[src/rtl/square_wave_generator.sv]
// Square-wave tone generator: toggles wave every curHalf clocks, halfPeriod == 0 means silence.
// Optional macro SQUARE_WAVE_IMMEDIATE_STOP_EN: stop on the first edge that samples halfPeriod == 0.
module square_wave_generator #(
  parameter int WIDTH = 8
) (
  input  logic             clk,
  input  logic             rst,
  input  logic [WIDTH-1:0] halfPeriod,
  output logic             wave,
  output logic             edgePulse,
  output logic             active
);

  typedef enum logic {
    IDLE,
    RUN
  } state_t;

  state_t           state, state_nxt;
  logic [WIDTH-1:0] count, count_nxt;
  logic [WIDTH-1:0] cur_half, cur_half_nxt;
  logic             wave_nxt, pulse_nxt;
  logic             terminal;
  logic             stop_now;

  // cur_half is never 0 in RUN, so the decrement cannot wrap there
  assign terminal = (count == (cur_half - WIDTH'(1)));

`ifdef SQUARE_WAVE_IMMEDIATE_STOP_EN
  assign stop_now = (halfPeriod == '0);
`else
  assign stop_now = 1'b0;
`endif

  always_ff @(posedge clk or negedge rst) begin
    if (!rst) begin
      state     <= IDLE;
      count     <= '0;
      cur_half  <= '0;
      wave      <= 1'b0;
      edgePulse <= 1'b0;
    end else begin
      state     <= state_nxt;
      count     <= count_nxt;
      cur_half  <= cur_half_nxt;
      wave      <= wave_nxt;
      edgePulse <= pulse_nxt;
    end
  end

  always_comb begin
    state_nxt    = state;
    count_nxt    = count;
    cur_half_nxt = cur_half;
    wave_nxt     = wave;
    pulse_nxt    = 1'b0;
    case (state)
      IDLE: begin
        count_nxt = '0;
        wave_nxt  = 1'b0;
        if (halfPeriod != '0) begin
          cur_half_nxt = halfPeriod;
          wave_nxt     = 1'b1;
          pulse_nxt    = 1'b1;
          state_nxt    = RUN;
        end
      end
      RUN: begin
        if (stop_now) begin
          state_nxt = IDLE;
          count_nxt = '0;
          wave_nxt  = 1'b0;
          pulse_nxt = wave;
        end else if (terminal) begin
          count_nxt    = '0;
          cur_half_nxt = halfPeriod;
          if (halfPeriod != '0) begin
            wave_nxt  = ~wave;
            pulse_nxt = 1'b1;
          end else begin
            wave_nxt  = 1'b0;
            pulse_nxt = wave;
            state_nxt = IDLE;
          end
        end else begin
          count_nxt = count + WIDTH'(1);
        end
      end
      default: state_nxt = IDLE;
    endcase
  end

  assign active = (state == RUN);

endmodule

[config.mk]
export PLATFORM = sky130hd
export DESIGN_NAME = square_wave_generator
export DESIGN_NICKNAME = d
export VERILOG_FILES = /design/src/rtl/square_wave_generator.sv
export SDC_FILE = /design/constraint.sdc
export NUM_CORES = 1
export LEC_CHECK = 0
export CAP_MARGIN = 40
export CORE_MARGIN = 4
export CORE_UTILIZATION = 60
export DETAILED_ROUTE_END_ITERATION = 16
export DONT_BUFFER_PORTS = 1
export PLACE_DENSITY = 0.87
export SETUP_SLACK_MARGIN = 0.4
export SKIP_CTS_REPAIR_TIMING = 1
export SYNTH_ARGS = -nofsm -noshare
export SYNTH_HDL_FRONTEND = slang
export SYNTH_SLANG_ARGS = --single-unit
[constraint.sdc]
create_clock -name clk -period 5.65 [get_ports clk]
set_clock_uncertainty 0.15 [all_clocks]
set_input_delay 0.8475 -clock clk [delete_from_list [all_inputs] [get_ports clk]]
set_output_delay 0.8475 -clock clk [all_outputs]
set_load 0.01 [all_outputs]
==> results by stage, run 1 <==
Status:
- The flow ran to the end, and the final reports show no timing, DRC or antenna violations.

Detailed routing:
- The number of remaining DRC errors is 0.
- After detailed routing, the average wire length per cell comes to 15.3 microns.
- The routed via count divided by cell count is 5.57.
- The pre-antenna-repair detailed-routing pass consisted of 4 iterations.
- The count of nets left with antenna violations once routing finished came out at 0.
- The via count is 680.
- The post-detailed-routing wire length is 1860 microns.
- The number of DRC markers in iteration 0 is 12.

Power and ir drop:
- Cell internal power was estimated by the tool at 0.163 mW.
- Of the total power, the share spent switching nets is 0.202.
- The switching component of the power is 0.0411 mW.
- Of the total power, registers draw 0.667.
- The share of power burned in the clock network is 0.331.
- The leakage power is 0.511 nW.
- The worst voltage drop across the vdd grid is 0.136 mV.
- The portion of total power attributed to combinational logic is 0.002.
- The power per standard cell area is 181 nW/um^2.
- The completed layout was analyzed and its total power is 0.204 mW.

Clock network:
- The cell sitting at the root of the clock tree is a sky130_fd_sc_hd__clkbuf_4.
- TritonCTS built the clock tree.
- The clock slew at the register clock pins of the worst setup and hold paths is 0.10 ns.
- Clock latency on the worst-skew pair, taken at its later pin, is 0.30 ns.
- The number of CTS-inserted buffers is 3.
- The number of levels in the clock H-tree is 1.
- No sink is reached through more buffers than the 2 on the longest clock path.
- The clock sink total is 19.

STA:
- Setup repair after global routing left no endpoint under its margin.
- Derived from the worst setup path, the maximum achievable clock frequency is 383 MHz.
- The final hold violation count was 0.
- The max-slew violation total from the final report is 0.
- The transition time at the pin with the least slew margin is 0.408 ns.
- The ratio of final minimum period to clock period is 0.462.
- The final critical path time including I/O delays and setup is 2.61 ns.
- The number of endpoints failing setup at the final stage is 0.
- For the final routed database, the setup TNS stands at 0 ns.
- Setup slack on the critical path of the routed design comes to 3.04 ns.
- The worst-case headroom to the max-slew limit is 0.727.

Critical path:
- The maximum fanout encountered on the critical timing path is 11.
- The sort of element at the end of the critical path is a register.
- The start-to-end type of the worst setup path is register to register.
- STA classifies the critical path startpoint as a register.
- For the worst setup path, the data required time is 5.67 ns.
- STA puts the critical path data arrival time at 2.63 ns.

Yosys:
- Of the post-synthesis cell area, the dominant cell type holds 0.443.
- The synthesized net count is 106.
- Yosys printed 0 warnings.
- The largest total area in the synthesized netlist belongs to sky130_fd_sc_hd__dfrtp_1.
- The number of enable flip-flop cells after synthesis is 0.
- For this run, the register share of the synthesized area comes to 0.443.
- The cell count after synthesis came out at 94.
- After synthesis, the share of flip-flops with an asynchronous set or reset is 1.00.
- The cell area after synthesis is 1070 sq um.
- Ranked by instance count, the synthesized netlist is headed by 19 x sky130_fd_sc_hd__dfrtp_1, 12 x sky130_fd_sc_hd__xnor2_1, 11 x sky130_fd_sc_hd__nor2_1.
- The number of distinct library cells after synthesis is 30.
- In the synthesized netlist the dominant register cell turns out to be sky130_fd_sc_hd__dfrtp_1.
- The synthesized area divided by synthesized cell count is 11.4 sq um.
- The total of flip-flops plus latches after synthesis is 19.
- Among all cell types in the netlist, the one instantiated most often is sky130_fd_sc_hd__dfrtp_1.
- Yosys attributes the largest share of cell area to sky130_fd_sc_hd__dfrtp_1 44%, sky130_fd_sc_hd__mux2_4 11%, sky130_fd_sc_hd__xnor2_1 9.8%, sky130_fd_sc_hd__nor2_1 3.9%, sky130_fd_sc_hd__a2111oi_4 2.6%.

Placed design:
- The post-place setup slack is 3.07 ns.
- In this run the tool buffered the top-level ports with 0 buffer cells.
- The weighted congestion at the end of routability-driven global placement is 0.834.
- The total half-perimeter wirelength after legalization and detailed placement is 1410 microns.

Hold path:
- The path class of the lowest-slack min-delay path is input pin to async pin.

Floorplan:
- The die covers 2530 sq um.
- For this design the top-level I/O count stands at 13.
- The die is 50.3 microns tall.
- The die extent in x is 50.3 microns.
- The area inside the core boundary is 1710 sq um.
- The initialized floorplan defines 15 standard-cell rows.
- The initial utilization of the core area, before any placement, comes to 0.628.

Layout:
- The repair_antennas step left the layout with diodes totalling 0.
- The area overhead of the layout relative to synthesis is 5.02%.
- The ratio of cells with drive above 1 in the final layout is 0.206.
- The final layout net count is 110.

GRT:
- The global-route wire length before repair is 3270 microns.
- The via count of the first global-routing pass is 662.
- The global route total overflow is 0.
- The pin count of the biggest net entering global routing is 20.
- The number of antenna violations at the first check in global routing is 0.
- The aggregate global-route resource usage is 0.176.

Run:
- The number of max-cap violations is 0.
cells in the final DEF, fill, tap and decap left out, types with 2 or more instances in the layout:
cell and count:
sky130_fd_sc_hd__ha_1 2, sky130_fd_sc_hd__nand2_1 6, sky130_fd_sc_hd__nand3_1 3, sky130_fd_sc_hd__dfrtp_1 19, sky130_fd_sc_hd__a21o_1 2, sky130_fd_sc_hd__inv_1 6
sky130_fd_sc_hd__or4_1 2, sky130_fd_sc_hd__mux2_4 8, sky130_fd_sc_hd__xor2_1 3, sky130_fd_sc_hd__and3_1 2, sky130_fd_sc_hd__nor2_1 11, sky130_fd_sc_hd__clkbuf_4 3
sky130_fd_sc_hd__xnor2_1 12
power groups by stage:
stage	Clock, mW	Combinational (mW)	Sequential (mW)
finish	0.0674	0.000497	0.136
global route	0.0755	0.000538	0.136
CTS	0.0689	0.000491	0.136
detailed placement	0	0.000491	0.139
global placement	0	0.000485	0.139
floorplan	0	0.000440	0.139
area by class of cell:
| class | instances | area, sq um |
|---|---|---|
| Clock buffer | 3 | 22.5 |
| Clock inverter | 1 | 5.00 |
| Fill cell | 131 | 582 |
| Inverter | 6 | 22.5 |
| Multi-Input combinational cell | 68 | 569 |
| Sequential cell | 19 | 475 |
| Tap cell | 25 | 31.3 |
through the flow:
step	utilization	instance area (sq um)	instances	hold slack, ns
2_1_floorplan	-	1070	94	0.315
3_3_place_gp	0.643	1100	118	0.358
3_5_place_dp	0.643	1100	118	0.351
4_1_cts	0.659	1130	122	0.0712
5_1_grt	0.659	1130	122	0.0509
6_report	0.659	1130	122	0.0737
per-layer routing:
metal | vias to the layer above | GRT usage | routed length, microns
li1 | 331 | - | -
met1 | 335 | 0.233 | 801
met2 | 9 | 0.263 | 941
met3 | 5 | 0.0415 | 73
met4 | 0 | 0.0968 | 45
met5 | - | 0 | 0
critical path: stages (launching register included):
cell	delay, ns
sky130_fd_sc_hd__dfrtp_1	0.43
sky130_fd_sc_hd__inv_1	0.07
sky130_fd_sc_hd__ha_1	0.17
sky130_fd_sc_hd__nor3b_2	0.31
sky130_fd_sc_hd__nand3_1	0.12
sky130_fd_sc_hd__a21o_1	0.21
sky130_fd_sc_hd__a2111oi_4	0.46
sky130_fd_sc_hd__nand2b_1	0.41
sky130_fd_sc_hd__o22ai_1	0.15
path summary, 6_finish.rpt:
| path | slack (ns) | cells after the start | start | to |
|---|---|---|---|---|
| max | 3.04 | 8 | cur_half[0] | wave |
| min | 0.07 | 0 | rst | count[5] |
| max reg2reg | 3.04 | 8 | cur_half[0] | wave |
| min reg2reg | 0.36 | 1 | count[0] | count[0] |
| max in group asynchronous | 5.20 | 0 | rst | cur_half[2] |
| min in group clk | 0.36 | 1 | count[0] | count[0] |
state kept, by name, indices dropped and copies added, names as in the netlist:
register / count
active: 1
wave: 1
cur_half: 8
edgePulse: 1
count: 8
cells by family after synthesis:
kind of cell             share of synthesized area
multiplexers                                 0.112
AO/OA/AOI/OAI                                0.124
XOR/XNOR                                     0.123
AND/OR/NAND/NOR                              0.149
buffers and inverters                       0.0257
adder cells (fa/ha/maj)                     0.0233
flip-flops                                   0.443
Power figures use the tool's default switching activity.
==> inputs of run 2 (changes only) <==
--- a/config.mk
+++ b/config.mk
@@ -7,10 +7,10 @@
 export LEC_CHECK = 0
 export CAP_MARGIN = 40
 export CORE_MARGIN = 4
-export CORE_UTILIZATION = 60
+export CORE_UTILIZATION = 55
 export DETAILED_ROUTE_END_ITERATION = 16
 export DONT_BUFFER_PORTS = 1
-export PLACE_DENSITY = 0.87
+export PLACE_DENSITY = 0.84
 export SETUP_SLACK_MARGIN = 0.4
 export SKIP_CTS_REPAIR_TIMING = 1
 export SYNTH_ARGS = -nofsm -noshare
==> constraint.sdc (replaced) <==
create_clock -name clk -period 2.1 [get_ports clk]
set_clock_uncertainty 0.15 [all_clocks]
set_input_delay 0.315 -clock clk [delete_from_list [all_inputs] [get_ports clk]]
set_output_delay 0.315 -clock clk [all_outputs]
set_load 0.01 [all_outputs]
==> results by stage, run 2 (synthesis results as in run 1) <==
GRT:
- The via count of the first global-routing pass is 840 (was 662).
- The pin count of the biggest net entering global routing came to 20 (unchanged).
- The number of antenna violations at the first check in global routing was 0 (unchanged).
- The aggregate global-route resource usage is 0.175 (was 0.176).
- The global-route wire length before repair is 3480 microns (was 3270 microns).
- The global route total overflow came to 0 (unchanged).

Critical path:
- The type of element launching the critical path is a register (unchanged).
- The worst endpoint data arrival time is 2.53 ns (was 2.63 ns).
- The data required time at the worst endpoint is 2.14 ns (was 5.67 ns).
- The depth of the worst register-to-register path is 6 (was 8).
- The sort of element at the end of the critical path is a register (unchanged).
- The maximum fanout encountered on the critical timing path is 8 (was 11).
- The worst-case register-to-register setup slack is -0.38 ns (was 3.04 ns).
- The start-to-end type of the worst setup path is register to register (unchanged).
- The startpoint of the worst-slack reg-to-reg timing path was cur_half[0] (unchanged).
- The reg-to-reg endpoint is cur_half[4] (was wave).

Layout:
- The most common cell after layout, fill and taps aside is sky130_fd_sc_hd__dfrtp_1 (unchanged).
- The post-layout instance area is 1330 sq um (was 1130 sq um).
- The number of antenna diodes is 0 (unchanged).
- The area overhead of the layout relative to synthesis was 24.4% (was 5.02%).
- Most frequent cells in the layout: 19 x sky130_fd_sc_hd__dfrtp_1, 13 x sky130_fd_sc_hd__buf_4, 12 x sky130_fd_sc_hd__xnor2_1 (was 19 x sky130_fd_sc_hd__dfrtp_1, 12 x sky130_fd_sc_hd__xnor2_1, 11 x sky130_fd_sc_hd__nor2_1).
- The final layout net count came to 132 (was 110).
- Top Registers: count (8), cur_half (8) (unchanged).
- The ratio of cells with drive above 1 in the final layout is 0.294 (was 0.206).

Clock network:
- The number of buffers between clock root and the deepest sink came to 2 (unchanged).
- The number of levels in the clock H-tree is 1 (unchanged).
- The clock root buffer is sky130_fd_sc_hd__clkbuf_4 (unchanged).
- The clock slew at the register clock pins of the worst setup and hold paths came to 0.10 ns (about the same).
- The clock sink total is 19 (unchanged).
- The TritonCTS clock tree is yes (unchanged).
- The number of CTS-inserted buffers came to 3 (unchanged).
- The latest clock arrival within the worst-skew pair is 0.30 ns (about the same).

STA:
- Unrepaired setup endpoints after global routing: true (was false).
- The final worst setup slack is -0.383 ns (was 3.04 ns).
- The number of endpoints failing setup at the final stage is 19 (was 0).
- The max-slew violation total from the final report is 0 (unchanged).
- The worst-case headroom to the max-slew limit is 0.433 (was 0.727).
- The total negative slack for setup checks is -6.03 ns (was 0 ns).
- The final critical path time including I/O delays and setup came to 2.48 ns (was 2.61 ns).
- The transition time at the pin with the least slew margin is 0.848 ns (was 0.408 ns).
- The peak clock frequency supported by timing is 403 MHz (was 383 MHz).
- The ratio of final minimum period to clock period is 1.18 (was 0.462).
- The final hold violation count is 0 (unchanged).

Run:
- The number of max-cap violations is 0 (unchanged).

Floorplan:
- The floorplan row count is 15 (unchanged).
- The I/O pin count is 13 (unchanged).
- The total die area is 2720 sq um (was 2530 sq um).
- The die extent in x came to 52.2 microns (was 50.3 microns).
- The height of the die was 52.2 microns (was 50.3 microns).
- The initial standard-cell utilization of the core is 0.601 (was 0.628).
- The area inside the core boundary is 1780 sq um (was 1710 sq um).

Detailed routing:
- The number of remaining DRC errors is 0 (unchanged).
- The number of detailed-routing iterations run before antenna repair was 4 (unchanged).
- The post-detailed-routing wire length is 2260 microns (was 1860 microns).
- The number of DRC markers in iteration 0 is 6 (was 12).
- The routed via count divided by cell count came to 5.33 (was 5.57).
- The count of antenna-violating nets left after detailed routing is 0 (unchanged).
- The via count came to 767 (was 680).
- The routed length per placed instance was 15.7 microns (was 15.3 microns).

Power and ir drop:
- The power per standard cell area is 426 nW/um^2 (was 181 nW/um^2).
- The power consumption is 0.568 mW (was 0.204 mW).
- The worst voltage drop across the vdd grid was 0.387 mV (was 0.136 mV).
- The leakage power is 0.619 nW (was 0.511 nW).

Placed design:
- The total half-perimeter wirelength after legalization and detailed placement came to 1610 microns (was 1410 microns).
- The instance area after placement was 1210 sq um (was 1100 sq um).
- The weighted congestion at the end of routability-driven global placement is 0.838 (was 0.834).
- The post-place setup slack is -0.380 ns (was 3.07 ns).
- The quantity of I/O buffers inserted on ports is 0 (unchanged).

Hold path:
- The depth of the worst hold-timing path is 4.
- The path class of the lowest-slack min-delay path is input pin to register (was input pin to async pin).
- The launch instance of the worst min-delay path is halfPeriod[2].
- The worst hold path terminates at active.

Status:
- Status: complete, but fails checks (was complete, no violations).
- The final reports fail on negative setup slack.
[run 2: power by group]
part | switching (mW) | leakage [nW] | total (mW) | internal [mW]
Clock | 0.109 | 0.0177 | 0.180 | 0.0710
Sequential | 0 | 0.241 | 0.366 | 0.366
Combinational | 0.0104 | 0.361 | 0.0226 | 0.0122
[run 2: area by class of cell]
class | instances | area [sq um]
Clock buffer | 3 | 22.5
Timing Repair Buffer | 22 | 188
Tap cell | 25 | 31.3
Sequential cell | 19 | 475
Clock inverter | 1 | 5.00
Inverter | 6 | 22.5
Multi-Input combinational cell | 68 | 589
Fill cell | 126 | 449
[run 2: worst max-delay path by stage]
stage / cells past startpoint / slack (ns) / start / end
after global placement: 8 / -0.29 / cur_half[0] / cur_half[4]
after global routing: 8 / -0.51 / cur_half[1] / cur_half[3]
after floorplan: 8 / -0.22 / cur_half[0] / cur_half[0]
final: 6 / -0.38 / cur_half[0] / cur_half[4]
after detailed placement: 6 / -0.38 / cur_half[0] / cur_half[4]
after CTS: 6 / -0.40 / cur_half[0] / cur_half[4]
[run 2: through the flow]
stage | instances | hold slack [ns] | util
final | 144 | 0.210 | 0.748
after global routing | 144 | 0.236 | 0.748
after CTS | 135 | -0.467 | 0.696
after detailed placement | 131 | -0.130 | 0.681
after global placement | 131 | -0.130 | 0.681
after floorplan | 94 | -0.131 | -
[run 2: metal layers]
layer | vias up | global-route usage | part of all wire
li1 | 374 | - | -
met1 | 380 | 0.193 | 0.42
met2 | 8 | 0.310 | 0.53
met3 | 5 | 0.0430 | 0.031
met4 | 0 | 0.0851 | 0.015
met5 | - | 0 | 0
[run 2: worst max-delay path, cell delays in order, from the launching register on]
cell                        delay, ns
sky130_fd_sc_hd__dfrtp_1         0.42
sky130_fd_sc_hd__or3_4           0.45
sky130_fd_sc_hd__a211oi_2        0.21
sky130_fd_sc_hd__o211ai_1        0.16
sky130_fd_sc_hd__a2111oi_4       0.46
sky130_fd_sc_hd__o21ai_4         0.19
sky130_fd_sc_hd__mux2_4          0.33
